==> config.mk <==
export PLATFORM = sky130hd
export DESIGN_NAME = memory_access_unit
export DESIGN_NICKNAME = d
export VERILOG_FILES = /design/src/rtl/mem_access_pkg.sv /design/src/rtl/load_extender.sv /design/src/rtl/memory_access_unit.sv
export SDC_FILE = /design/constraint.sdc
export NUM_CORES = 1
export LEC_CHECK = 0
export ABC_AREA = 1
export CORE_MARGIN = 2
export CORE_UTILIZATION = 45
export DETAILED_ROUTE_END_ITERATION = 8
export GPL_TIMING_DRIVEN = 0
export PLACE_DENSITY = 0.77
export SYNTH_ARGS = -nofsm -noshare
export SYNTH_HDL_FRONTEND = slang
export SYNTH_SLANG_ARGS = --single-unit
==> constraint.sdc <==
create_clock -name clk -period 1.9 [get_ports clk]
set_input_delay 0.19 -clock clk [delete_from_list [all_inputs] [get_ports clk]]
set_output_delay 0.19 -clock clk [all_outputs]
set_load 0.02 [all_outputs]
==> src/rtl/mem_access_pkg.sv <==
// Shared types and encodings for the MEM-stage data-memory initiator.
package mem_access_pkg;

    typedef enum logic [2:0] {
        ST_IDLE,
        ST_READ,
        ST_MERGE,
        ST_WRITE,
        ST_EXTEND,
        ST_RESP
    } state_t;

    localparam logic [1:0] SIZE_WORD   = 2'b00;
    localparam logic [1:0] SIZE_BYTE_U = 2'b01;
    localparam logic [1:0] SIZE_BYTE_S = 2'b10;
    localparam logic [1:0] SIZE_RSVD   = 2'b11;

    localparam logic [1:0] MEM_NUM_BYTES_WORD = 2'b00;

endpackage

==> src/rtl/load_extender.sv <==
// Zero/sign extension of a 16-bit memory read according to the access size.
module load_extender
    import mem_access_pkg::*;
(
    input  logic [15:0] i_memOut,
    input  logic [1:0]  i_size,
    output logic [15:0] o_data
);

    always_comb begin
        o_data = i_memOut;
        case (i_size)
            SIZE_BYTE_U: o_data = {8'h00, i_memOut[7:0]};
            SIZE_BYTE_S: o_data = {{8{i_memOut[7]}}, i_memOut[7:0]};
            default:     o_data = i_memOut;
        endcase
    end

endmodule

==> src/rtl/memory_access_unit.sv <==
// MEM-stage initiator: one load/store at a time, byte stores done as read-modify-write.
module memory_access_unit
    import mem_access_pkg::*;
#(
    parameter int MEM_BYTES = 256,
    parameter int TAG_WIDTH = 3
) (
    input  logic                 clk,
    input  logic                 resetN,
    input  logic                 reqValid,
    output logic                 reqReady,
    input  logic                 reqWrite,
    input  logic [1:0]           reqSize,
    input  logic [15:0]          reqAddress,
    input  logic [15:0]          reqData,
    input  logic [TAG_WIDTH-1:0] reqTag,
    output logic                 respValid,
    output logic [15:0]          respData,
    output logic [TAG_WIDTH-1:0] respTag,
    output logic                 respError,
    output logic                 memWrEnable,
    output logic                 memRdEnable,
    output logic [1:0]           memNumberOfByte,
    output logic [15:0]          memAddress,
    output logic [15:0]          memIn,
    input  logic [15:0]          memOut
);

    localparam logic [15:0] LAST_ADDR = 16'(MEM_BYTES - 2);

    state_t      r_state;
    logic        r_write;
    logic [1:0]  r_size;
    logic [7:0]  r_data;

    logic        w_accept;
    logic        w_err;
    logic [15:0] w_ext;

    assign w_accept        = reqValid && reqReady;
    assign w_err           = (reqAddress > LAST_ADDR) || (reqSize == SIZE_RSVD);
    assign memNumberOfByte = MEM_NUM_BYTES_WORD;

    load_extender u_load_extender (
        .i_memOut (memOut),
        .i_size   (r_size),
        .o_data   (w_ext)
    );

    always_ff @(posedge clk or negedge resetN) begin
        if (!resetN) begin
            r_state     <= ST_IDLE;
            r_write     <= 1'b0;
            r_size      <= SIZE_WORD;
            r_data      <= '0;
            reqReady    <= 1'b0;
            respValid   <= 1'b0;
            respData    <= '0;
            respTag     <= '0;
            respError   <= 1'b0;
            memWrEnable <= 1'b0;
            memRdEnable <= 1'b0;
            memAddress  <= '0;
            memIn       <= '0;
        end else begin
            respValid   <= 1'b0;
            memRdEnable <= 1'b0;
            memWrEnable <= 1'b0;
            case (r_state)
                ST_IDLE: begin
                    reqReady <= 1'b1;
                    if (w_accept) begin
                        reqReady  <= 1'b0;
                        r_write   <= reqWrite;
                        r_size    <= reqSize;
                        r_data    <= reqData[7:0];
                        respTag   <= reqTag;
                        respData  <= '0;
                        respError <= w_err;
                        if (w_err) begin
                            respValid <= 1'b1;
                            r_state   <= ST_RESP;
                        end else begin
                            memAddress <= reqAddress;
                            if (reqWrite && reqSize == SIZE_WORD) begin
                                memIn       <= reqData;
                                memWrEnable <= 1'b1;
                                r_state     <= ST_WRITE;
                            end else begin
                                // loads and byte stores both start with a read
                                memRdEnable <= 1'b1;
                                r_state     <= ST_READ;
                            end
                        end
                    end
                end
                ST_READ: begin
                    r_state <= r_write ? ST_MERGE : ST_EXTEND;
                end
                ST_EXTEND: begin
                    respData  <= w_ext;
                    respValid <= 1'b1;
                    r_state   <= ST_RESP;
                end
                ST_MERGE: begin
                    memIn       <= {memOut[15:8], r_data};
                    memWrEnable <= 1'b1;
                    r_state     <= ST_WRITE;
                end
                ST_WRITE: begin
                    respValid <= 1'b1;
                    r_state   <= ST_RESP;
                end
                ST_RESP: begin
                    reqReady <= 1'b1;
                    r_state  <= ST_IDLE;
                end
                default: r_state <= ST_IDLE;
            endcase
        end
    end

endmodule

==> flow_summary.yaml <==
run_status:
  status: "completed"
routing:
  drtIter0Drc: 165
  first_pass_iters: 4
  dr_total_vias: 2897
  via_per_inst: 4.75
  final_antenna_net_count: 0
  drc_errors: 0
  postRouteWirelength_mm: 7.86
  wl_per_cell_um: 12.9
clock_network:
  cts_tree: "done"
  cts-buffers-inserted: 9
  worstSkewPairLatency_ps: 330
  cts-resized-gates: 0
  cts_root_buf: "clkbuf_8"
  clock-sinks: 70
  cts_hold_buf: 1
  cts.clk_slew.worst_paths_ps: 70
  clockBufferDepth: 2
  cts_max_level: 3
  post-cts-setup-buffers: 0
grt:
  grt_max_degree: 71
  antenna_found_initial: 0
  grt_pass1_wl_mm: 12.6
  grtUsageTotal: 0.209
  grt_pass1_vias: 2800
  grt_overflow_total: 0
min_path:
  hold_path_class: "in2reg"
floorplanning:
  fp.dieW_um: 88.2
  core_area_um2: 6830
  fp.dieH_um: 88.2
  io_pins: 115
  initial_utilization: 0.467
  rows: 30
  dieArea_um2: 7780
final_layout:
  syn2layout_area_growth_pct: 46.2
  fillers: 589
  diodes: 0
  drive_gt1_frac: 0.0856
  fin_util: 0.683
  multi_input_area_um2: 1180
  layout.cells.most_common: "nand2_1"
  nets: 567
  regArea_um2: 1750
  mostFrequentLayoutCells: "nand2_1, clkdlybuf4s50_1, dfrtp_1"
  postLayoutCellArea_um2: 4670
flow_run:
  cap_violations: 0
timing:
  rsz0062_at_grt: "no"
  hold_violations: 0
  worstMarginPinSlew_ps: 855
  slew_violations: 0
  setup_viol: 0
  fin_crit_sh: 0.926
  finalSetupTns_ps: 0
  slew_headroom: 0.430
  skew_ps: 8.65
  finalCriticalPeriod_ps: 1760
  max_freq_mhz: 568
critical_path:
  path_delay_family: "buffers and inverters"
  slowest_delay_ps: 380
  crit_fanout: 10
  worstPathRequired_ps: 2130
  worst_path_max_delay_cell: "dfrtp_1"
  path_cells: "buf_6, inv_4, nand2_4, nor2_8, inv_2, a21oi_4, nand2_4, buf_6, nand2_1, nand2_1"
  critPathArrivalTime_ps: 1990
  worst-path-buf-inv: 4
  crit_type: "reg2reg"
  crit_path_end_kind: "flop"
  start_kind: "flop"
  rrSetupSlack_ps: 140
logic_synthesis:
  synth-edff-count: 0
  synthDistinctLibCells: 27
  yosys_warnings: 0
  synth_flop_cell: "dfrtp_1"
  syn_area_um2: 3190
  postSynthAreaPerCell_um2: 8.31
  async_flop_share: 1.00
  ys_ff_latch: 70
  seq_area_frac_synth: 0.549
  syn_inst: 384
placement:
  port_buffers: 112
  dp_hpwl_mm: 5.70
  placed_cell_area_um2: 4430
  place.gp.congestion: 0.888
power_and_ir_drop:
  peakVddDrop_uv: 631
  power.density_nw_per_um2: 1400
  power_leakage_nw: 2.38
  fin_total_pwr_mw: 6.53
[cells in the mapped netlist (2+ instances only)]
cell type / number / area share
buf_6: 3 / 0.011
nand3_1: 51 / 0.080
clkbuf_1: 4 / 0.0047
inv_2: 4 / 0.0047
nor2_4: 3 / 0.011
dfrtp_1: 70 / 0.55
a21oi_1: 2 / 0.0031
nor2_1: 13 / 0.015
nand2_1: 136 / 0.16
inv_1: 39 / 0.046
o21ai_0: 32 / 0.050
o21ai_1: 3 / 0.0047
nand2_4: 3 / 0.011
buf_2: 7 / 0.011
buf_4: 2 / 0.0047
[state kept, by name, summed over array words and instances, names as in the netlist, 2 cells and up]
register	flops
memAddress	16
memIn	16
r_data	8
r_size	2
r_state	3
respData	16
respTag	3
[per-stage QoR]
step	std cells	hold WS, ps	setup slack (ps)
final	610	393	141
after global routing	610	410	20.7
after CTS	610	384	119
after detailed placement	593	367	38.0
after global placement	593	449	-1680
after floorplan	385	-106	356
[worst reg2reg max path, stage by stage (launching register included)]
cell and delay (ps):
dfrtp_1 380, buf_6 150, inv_4 90, nand2_4 70, nor2_8 140, inv_2 120, a21oi_4 310, nand2_4 130
buf_6 160, nand2_1 60, nand2_1 50
[area by class of cell]
type,instances,area share
clock buffers,11,0.0303
inverters,44,0.0359
flip-flops and latches,70,0.375
repair buffers,113,0.242
multi-input cells,255,0.252
clock inverters,5,0.0174
well taps,96,0.0257
plain buffers,16,0.0212
[power breakdown]
group	switching, mW	internal [mW]	leakage, nW
Clock	0.569	0.778	0.110
Combinational	1.72	1.21	1.36
Sequential	0.277	1.97	0.908
Total	2.56	3.96	2.38
[per-layer routing]
layer	up-vias	GRT usage	routed length, um
met5	-	0	0
met2	101	0.331	3650
met3	14	0.0597	653
met1	1331	0.275	3430
li1	1451	-	-
met4	0	0.0826	133
[final timing paths]
| kind | start | end | cells past startpoint |
|---|---|---|---|
| max reg2reg | r_state[2]$_DFFE_PN0N_ | memIn[14]$_DFFE_PN0P_ | 10 |
| max in group asynchronous | resetN | memAddress[6]$_DFFE_PN0P_ | 2 |
| min in group asynchronous | resetN | respData[12]$_DFFE_PN0P_ | 2 |
| max | r_state[2]$_DFFE_PN0N_ | memIn[14]$_DFFE_PN0P_ | 10 |
| min reg2reg | memIn[15]$_DFFE_PN0P_ | memIn[15]$_DFFE_PN0P_ | 2 |
| min | reqTag[0] | respTag[0]$_DFFE_PN0P_ | 3 |
[kinds of logic after synthesis]
family | share of synthesized area
and+or+nand+nor | 0.292
DFF | 0.549
buffers and inverters | 0.0835
AOI/OAI and AO/OA | 0.0706
adders and majority gates | 0.00392
other | 0.00117
Note: power is estimated with default switching activity, not from simulation.
